===== config.mk =====
export PLATFORM = sky130hd
export DESIGN_NAME = rx_deser
export DESIGN_NICKNAME = d
export VERILOG_FILES = /design/src/rtl/rx_deser.sv
export SDC_FILE = /design/constraint.sdc
export NUM_CORES = 1
export LEC_CHECK = 0
export ABC_AREA = 1
export ABC_CLOCK_PERIOD_IN_PS = 1900
export BUFFER_PORTS_ARGS = -buffer_cell sky130_fd_sc_hd__buf_2
export CAP_MARGIN = 20
export CORE_ASPECT_RATIO = 0.9
export CORE_MARGIN = 2
export CORE_UTILIZATION = 57
export DETAILED_ROUTE_END_ITERATION = 16
export PLACE_DENSITY = 0.79
export SYNTH_ARGS = -nofsm -noshare
export SYNTH_HDL_FRONTEND = slang
export SYNTH_SLANG_ARGS = --single-unit

===== constraint.sdc =====
create_clock -name clk -period 1.9 [get_ports clk]
set_input_delay 0 -clock clk [delete_from_list [all_inputs] [get_ports clk]]
set_output_delay 0 -clock clk [all_outputs]
set_load 0.005 [all_outputs]

===== src/rtl/rx_deser.sv =====
// rx_deser: serial-to-parallel receiver for the tx bit-stream interface.
//
// Accepts one bit per tx_valid/rx_ready handshake and assembles WIDTH-bit words.
// Each word goes out on a valid/ready port. A frame starts when i_rx_en rises
// and ends on i_tx_finish. A trailing partial word is flushed zero-padded and
// flagged with o_frame_err.
//
// Ports:
//   clk           system clock, rising edge
//   rst_n         asynchronous active-low reset
//   i_rx_en       frame enable: 0->1 starts a frame, 1->0 aborts or releases it
//   i_tx_data     serial data bit
//   i_tx_valid    i_tx_data is valid this cycle
//   i_tx_finish   transmitter ended the frame
//   o_rx_ready    receiver accepts a bit this cycle (registered state only)
//   o_word_data   assembled word
//   o_word_valid  o_word_data holds an undelivered word
//   i_word_ready  downstream consumes the word
//   o_frame_done  frame complete (high in DONE)
//   o_frame_err   frame ended on a partial word; sticky until the next frame
//   o_word_count  words loaded into the output register this frame (saturating)
module rx_deser #(
  parameter int unsigned WIDTH     = 8,
  parameter int unsigned MSB_FIRST = 1,
  parameter int unsigned CNT_W     = 16
) (
  input  logic             clk,
  input  logic             rst_n,
  input  logic             i_rx_en,
  input  logic             i_tx_data,
  input  logic             i_tx_valid,
  input  logic             i_tx_finish,
  output logic             o_rx_ready,
  output logic [WIDTH-1:0] o_word_data,
  output logic             o_word_valid,
  input  logic             i_word_ready,
  output logic             o_frame_done,
  output logic             o_frame_err,
  output logic [CNT_W-1:0] o_word_count
);

  localparam int unsigned BCW = $clog2(WIDTH);

  typedef enum logic [1:0] {StIdle, StRecv, StFlush, StDone} state_e;

  state_e           r_state, w_state_next;
  logic [BCW-1:0]   r_bit_cnt;
  logic [WIDTH-1:0] r_sr;
  logic             r_sr_full;
  logic [WIDTH-1:0] r_word_data;
  logic             r_word_valid;
  logic             r_frame_err;
  logic [CNT_W-1:0] r_word_count;

  logic             w_out_free;
  logic             w_start;
  logic             w_abort;
  logic             w_take;
  logic             w_last;
  logic [BCW-1:0]   w_bit_pos;
  logic [WIDTH-1:0] w_sr_ins;
  logic             w_load;
  logic             w_load_partial;
  logic [WIDTH-1:0] w_load_data;

  assign w_out_free = !r_word_valid || i_word_ready;
  assign w_start    = (r_state == StIdle) && i_rx_en;
  assign w_abort    = (r_state == StRecv) && !i_rx_en;
  assign w_take     = (r_state == StRecv) && i_rx_en && !r_sr_full && i_tx_valid;
  assign w_last     = w_take && (r_bit_cnt == BCW'(WIDTH - 1));

  // Bits are written straight into their final position; the register is
  // cleared whenever a word leaves, so a flushed partial word is zero-padded.
  assign w_bit_pos = (MSB_FIRST != 0) ? (BCW'(WIDTH - 1) - r_bit_cnt) : r_bit_cnt;

  always_comb begin
    w_sr_ins            = r_sr;
    w_sr_ins[w_bit_pos] = i_tx_data;
  end

  // Output-register load: a parked full word first, then a just-completed
  // word, then the zero-padded tail during flush.
  always_comb begin
    w_load         = 1'b0;
    w_load_partial = 1'b0;
    w_load_data    = r_sr;
    if (r_sr_full && w_out_free &&
        ((r_state == StFlush) || ((r_state == StRecv) && i_rx_en))) begin
      w_load = 1'b1;
    end else if (w_last && w_out_free) begin
      w_load      = 1'b1;
      w_load_data = w_sr_ins;
    end else if ((r_state == StFlush) && !r_sr_full && (r_bit_cnt != '0) && w_out_free) begin
      w_load         = 1'b1;
      w_load_partial = 1'b1;
    end
  end

  // State register
  always_ff @(posedge clk or negedge rst_n) begin
    if (!rst_n) r_state <= StIdle;
    else        r_state <= w_state_next;
  end

  // Next-state logic
  always_comb begin
    w_state_next = r_state;
    unique case (r_state)
      StIdle:  if (i_rx_en) w_state_next = StRecv;
      StRecv: begin
        if (!i_rx_en)         w_state_next = StIdle;
        else if (i_tx_finish) w_state_next = StFlush;
      end
      StFlush: if (!r_sr_full && ((r_bit_cnt == '0) || w_out_free)) w_state_next = StDone;
      StDone:  if (!i_rx_en) w_state_next = StIdle;
      default: w_state_next = StIdle;
    endcase
  end

  // Outputs decoded from registered state
  always_comb begin
    o_rx_ready   = (r_state == StRecv) && !r_sr_full;
    o_frame_done = (r_state == StDone);
  end

  // Shift register and bit counter
  always_ff @(posedge clk or negedge rst_n) begin
    if (!rst_n) begin
      r_bit_cnt <= '0;
      r_sr      <= '0;
      r_sr_full <= 1'b0;
    end else if (w_start || w_abort) begin
      r_bit_cnt <= '0;
      r_sr      <= '0;
      r_sr_full <= 1'b0;
    end else begin
      if (w_load) begin
        r_sr      <= '0;
        r_sr_full <= 1'b0;
      end
      if (w_load_partial) r_bit_cnt <= '0;
      if (w_take) begin
        if (w_last) begin
          r_bit_cnt <= '0;
          // Output busy: park the word and stall the serial side.
          if (!w_out_free) begin
            r_sr      <= w_sr_ins;
            r_sr_full <= 1'b1;
          end
        end else begin
          r_sr      <= w_sr_ins;
          r_bit_cnt <= r_bit_cnt + BCW'(1);
        end
      end
    end
  end

  // Output word register
  always_ff @(posedge clk or negedge rst_n) begin
    if (!rst_n) begin
      r_word_data  <= '0;
      r_word_valid <= 1'b0;
    end else if (w_load) begin
      r_word_data  <= w_load_data;
      r_word_valid <= 1'b1;
    end else if (r_word_valid && i_word_ready) begin
      r_word_valid <= 1'b0;
    end
  end

  // Frame status
  always_ff @(posedge clk or negedge rst_n) begin
    if (!rst_n) begin
      r_word_count <= '0;
      r_frame_err  <= 1'b0;
    end else if (w_start) begin
      r_word_count <= '0;
      r_frame_err  <= 1'b0;
    end else begin
      if (w_load && (r_word_count != '1)) r_word_count <= r_word_count + CNT_W'(1);
      if (w_load_partial)                 r_frame_err  <= 1'b1;
    end
  end

  assign o_word_data  = r_word_data;
  assign o_word_valid = r_word_valid;
  assign o_frame_err  = r_frame_err;
  assign o_word_count = r_word_count;

endmodule


==> impl_metrics.csv <==
group,metric,value,unit
cells_and_area,drive_gt1_frac,0.220,
cells_and_area,antennaDiodeCount,0,
job,maxCapViolCount,0,
sta,clock-skew-final,0.00321,ns
floorplanning,die_w,74.0,um
placed_design,io_buffers,34,
detailed_routing,wl_per_cell,13.0,um
placed_design,place.gp.congestion,0.859,
sta,worst_pin_slew,0.757,ns
run_status,status,"completed",
sta,fin_crit_sh,0.942,
critical_path,critPathMaxStageDelay,0.41,ns
floorplanning,fp.coreArea,4160,um2
power_and_ir_drop,power_frac_comb,0.407,
grt,grt_pass1_vias,2211,
min_path,hold_class,"in -> reg",
detailed_routing,first_iter_violations,266,
synthesis,avgSynthCellArea,7.08,um2
synthesis,ys.flop_type,"dfrtp_1",
floorplanning,num_io_pins,35,
synthesis,yosysTopAreaCell,"dfrtp_1",
power_and_ir_drop,leakagePower,1.62,nW
clock_tree,root_buffer,"clkbuf_8",
detailed_routing,first_pass_iters,6,
synthesis,syn-cell-area,2510,um2
clock_tree,clock-sinks,40,
floorplanning,die_height,67.0,um
clock_tree,clock_latency,0.30,ns
cells_and_area,final_util,0.734,
clock_tree,cts_tree,"built",
placed_design,placed_cells,451,
clock_tree,cts_buffers,5,
detailed_routing,num_vias,2538,
critical_path,crit_buf_inv,2,
grt,grt_max_degree,25,
synthesis,yosysUniqueCellTypes,24,
placed_design,placed_cell_area,2790,um2
detailed_routing,wirelength,6160,um
cells_and_area,area_delta_synth_final,21.2,%
synthesis,syn-num-nets,366,
power_and_ir_drop,switching_share,0.395,
grt,grt_pass1_wl,10300,um
placed_design,dp_slack,0.0150,ns
synthesis,synth_most_common_cell,"nand2_1",
sta,max-slew-margin-rel,0.495,
synthesis,synth_async_sr_flop_share,1.00,
sta,hold_viol_final,0,
synthesis,yosys_warnings,0,
grt,track_usage,0.274,
critical_path,arrival,1.98,ns
critical_path,cp_common_cell,"nand2_1",
cells_and_area,fin_area,3050,um2
cells_and_area,stdcell_count,473,
critical_path,path_cells,"inv_1, ha_1, nand2_1, nand2_1, nor2_4, nor2_8, nand2_8, nand2_8, buf_4, nand3_1, nand2_1",
power_and_ir_drop,seqPwrFrac,0.382,
clock_tree,clockBufferDepth,2,
critical_path,end_kind,"flop",
critical_path,critPathKind,"reg -> reg",
detailed_routing,ant_nets,0,
sta,setup_violations,0,
sta,maxSlewViolCount,0,
synthesis,synth_edf_count,0,
clock_tree,cts_htree_levels,2,
power_and_ir_drop,p_clk_frac,0.211,
sta,fmax,0.559,GHz
critical_path,slowest_stage,"dfrtp_2",
cells_and_area,nets,423,
critical_path,crit_fanout,13,
grt,grt-ovfl-total,0,
floorplanning,die_area,4960,um2
sta,fin_crit,1.79,ns
power_and_ir_drop,peakVddDrop,605,uV
synthesis,syn_inst,355,
power_and_ir_drop,power.internal,2.20,mW
synthesis,synthTopCellsByCount,"nand2_1, nand3_1, dfrtp_1",
clock_tree,cts.reportedPaths.clkPinSlew,0.08,ns
synthesis,ys_seq_elements,40,
detailed_routing,viasPerCell,5.37,
power_and_ir_drop,p_per_area,1190,nW/um2
sta,holdWs,0.00561,ns
synthesis,synth_top_area_share,0.398,
grt,antenna_found_initial,0,
floorplanning,start_util,0.605,
sta,layout_setup_ws,0.111,ns
synthesis,ys_seq_area_frac,0.398,
floorplanning,rows,22,
critical_path,critical_path_required,2.09,ns
critical_path,start_kind,"flop",
detailed_routing,drc_errors,0,
placed_design,post-dp-hpwl,4450,um
critical_path,crit_family,"simple AND/OR/NAND/NOR gates",
power_and_ir_drop,power.switching,1.44,mW
synthesis,synthTopCellsByArea,"dfrtp_1, nand2_1, nand3_1",
tightest hold or removal path, cell delays in order:
cell and delay, ns:
buf_2 0.08, nand2_1 0.04, nand3_1 0.07, o21ai_0 0.07
cell families after synthesis:
group	count (synthesis)	share of synthesized area
flip-flops	40	0.398
AO/OA/AOI/OAI	36	0.0746
adder cells (fa/ha/maj)	4	0.0199
XOR/XNOR	5	0.0174
AND/OR/NAND/NOR	232	0.427
buffers and inverters	38	0.0632
final cells by class:
type | count | area, um2
Clock buffer | 7 | 96.3
Clock inverter | 1 | 30.0
Fill cell | 338 | 1110
Inverter | 30 | 113
Multi-Input combinational cell | 277 | 1380
Sequential cell | 40 | 1000
Tap cell | 60 | 75.1
Timing Repair Buffer | 58 | 353
layout by cell type, fill, tap and decap left out, types with 3 or more instances in the layout:
master | synthesis | layout
inv_2 | 5 | 5
nor2_1 | 36 | 36
o21bai_1 | 3 | 3
a21oi_1 | 17 | 17
clkbuf_8 | 0 | 7
nor2_4 | 3 | 3
nand3_1 | 42 | 42
nand2_1 | 124 | 120
ha_1 | 4 | 4
buf_4 | 0 | 23
xor2_1 | 5 | 5
dfrtp_1 | 40 | 38
buf_2 | 7 | 34
nand2_2 | 2 | 5
inv_1 | 25 | 25
o21ai_0 | 16 | 16
nand4_1 | 13 | 13
worst paths after layout:
kind,start,end,slack [ns],cells past startpoint
min,i_tx_finish,r_state[0]$_DFFE_PN0P_,0.006,4
max reg2reg,r_bit_cnt[0]$_DFFE_PN0P_,o_word_count[2]$_DFFE_PN0P_,0.11,11
max,r_bit_cnt[0]$_DFFE_PN0P_,o_word_count[2]$_DFFE_PN0P_,0.11,11
min reg2reg,o_word_data[1]$_DFFE_PN0P_,o_word_data[1]$_DFFE_PN0P_,0.48,2
max in group asynchronous,rst_n,r_bit_cnt[1]$_DFFE_PN0P_,1.24,3
min in group asynchronous,rst_n,o_word_count[0]$_DFFE_PN0P_,0.14,2
sequential cells by signal, indices dropped and copies added, names as in the netlist:
| name | count |
|---|---|
| o_frame_err | 1 |
| o_word_count | 16 |
| o_word_data | 8 |
| o_word_valid | 1 |
| r_bit_cnt | 3 |
| r_sr | 8 |
| r_sr_full | 1 |
| r_state | 2 |
what timing repair did:
action,CTS,global route
buffers inserted,0,13
endpoints found under the setup margin,8,22
pin swaps,0,4
hold buffers,1,0
gates resized for setup,1,7
hold endpoints to repair,40,0
metal layers:
layer  wire length (um)  vias to the layer above  global-route usage
met1               3000                     1168               0.404
met2               2610                       89               0.387
li1                   -                     1272                   -
met3                472                        9              0.0605
met5                  0                        -                   0
met4                 86                        0               0.105
power groups by stage:
| stage | registers, mW | logic, mW | clock network [mW] |
|---|---|---|---|
| 2_1_floorplan | 1.36 | 0.901 | 0 |
| 3_3_place_gp | 1.38 | 1.31 | 0 |
| 3_5_place_dp | 1.39 | 1.33 | 0 |
| 4_1_cts | 1.38 | 1.35 | 0.781 |
| 5_1_grt | 1.42 | 1.69 | 0.805 |
| 6_report | 1.39 | 1.48 | 0.766 |
per-stage QoR:
stage	TNS (ns)	power (mW)
global route	-0.122	3.91
CTS	0	3.51
global placement	0	2.70
finish	0	3.63
detailed placement	0	2.72
floorplan	0	2.26
Note: power is estimated with default switching activity, not from simulation.
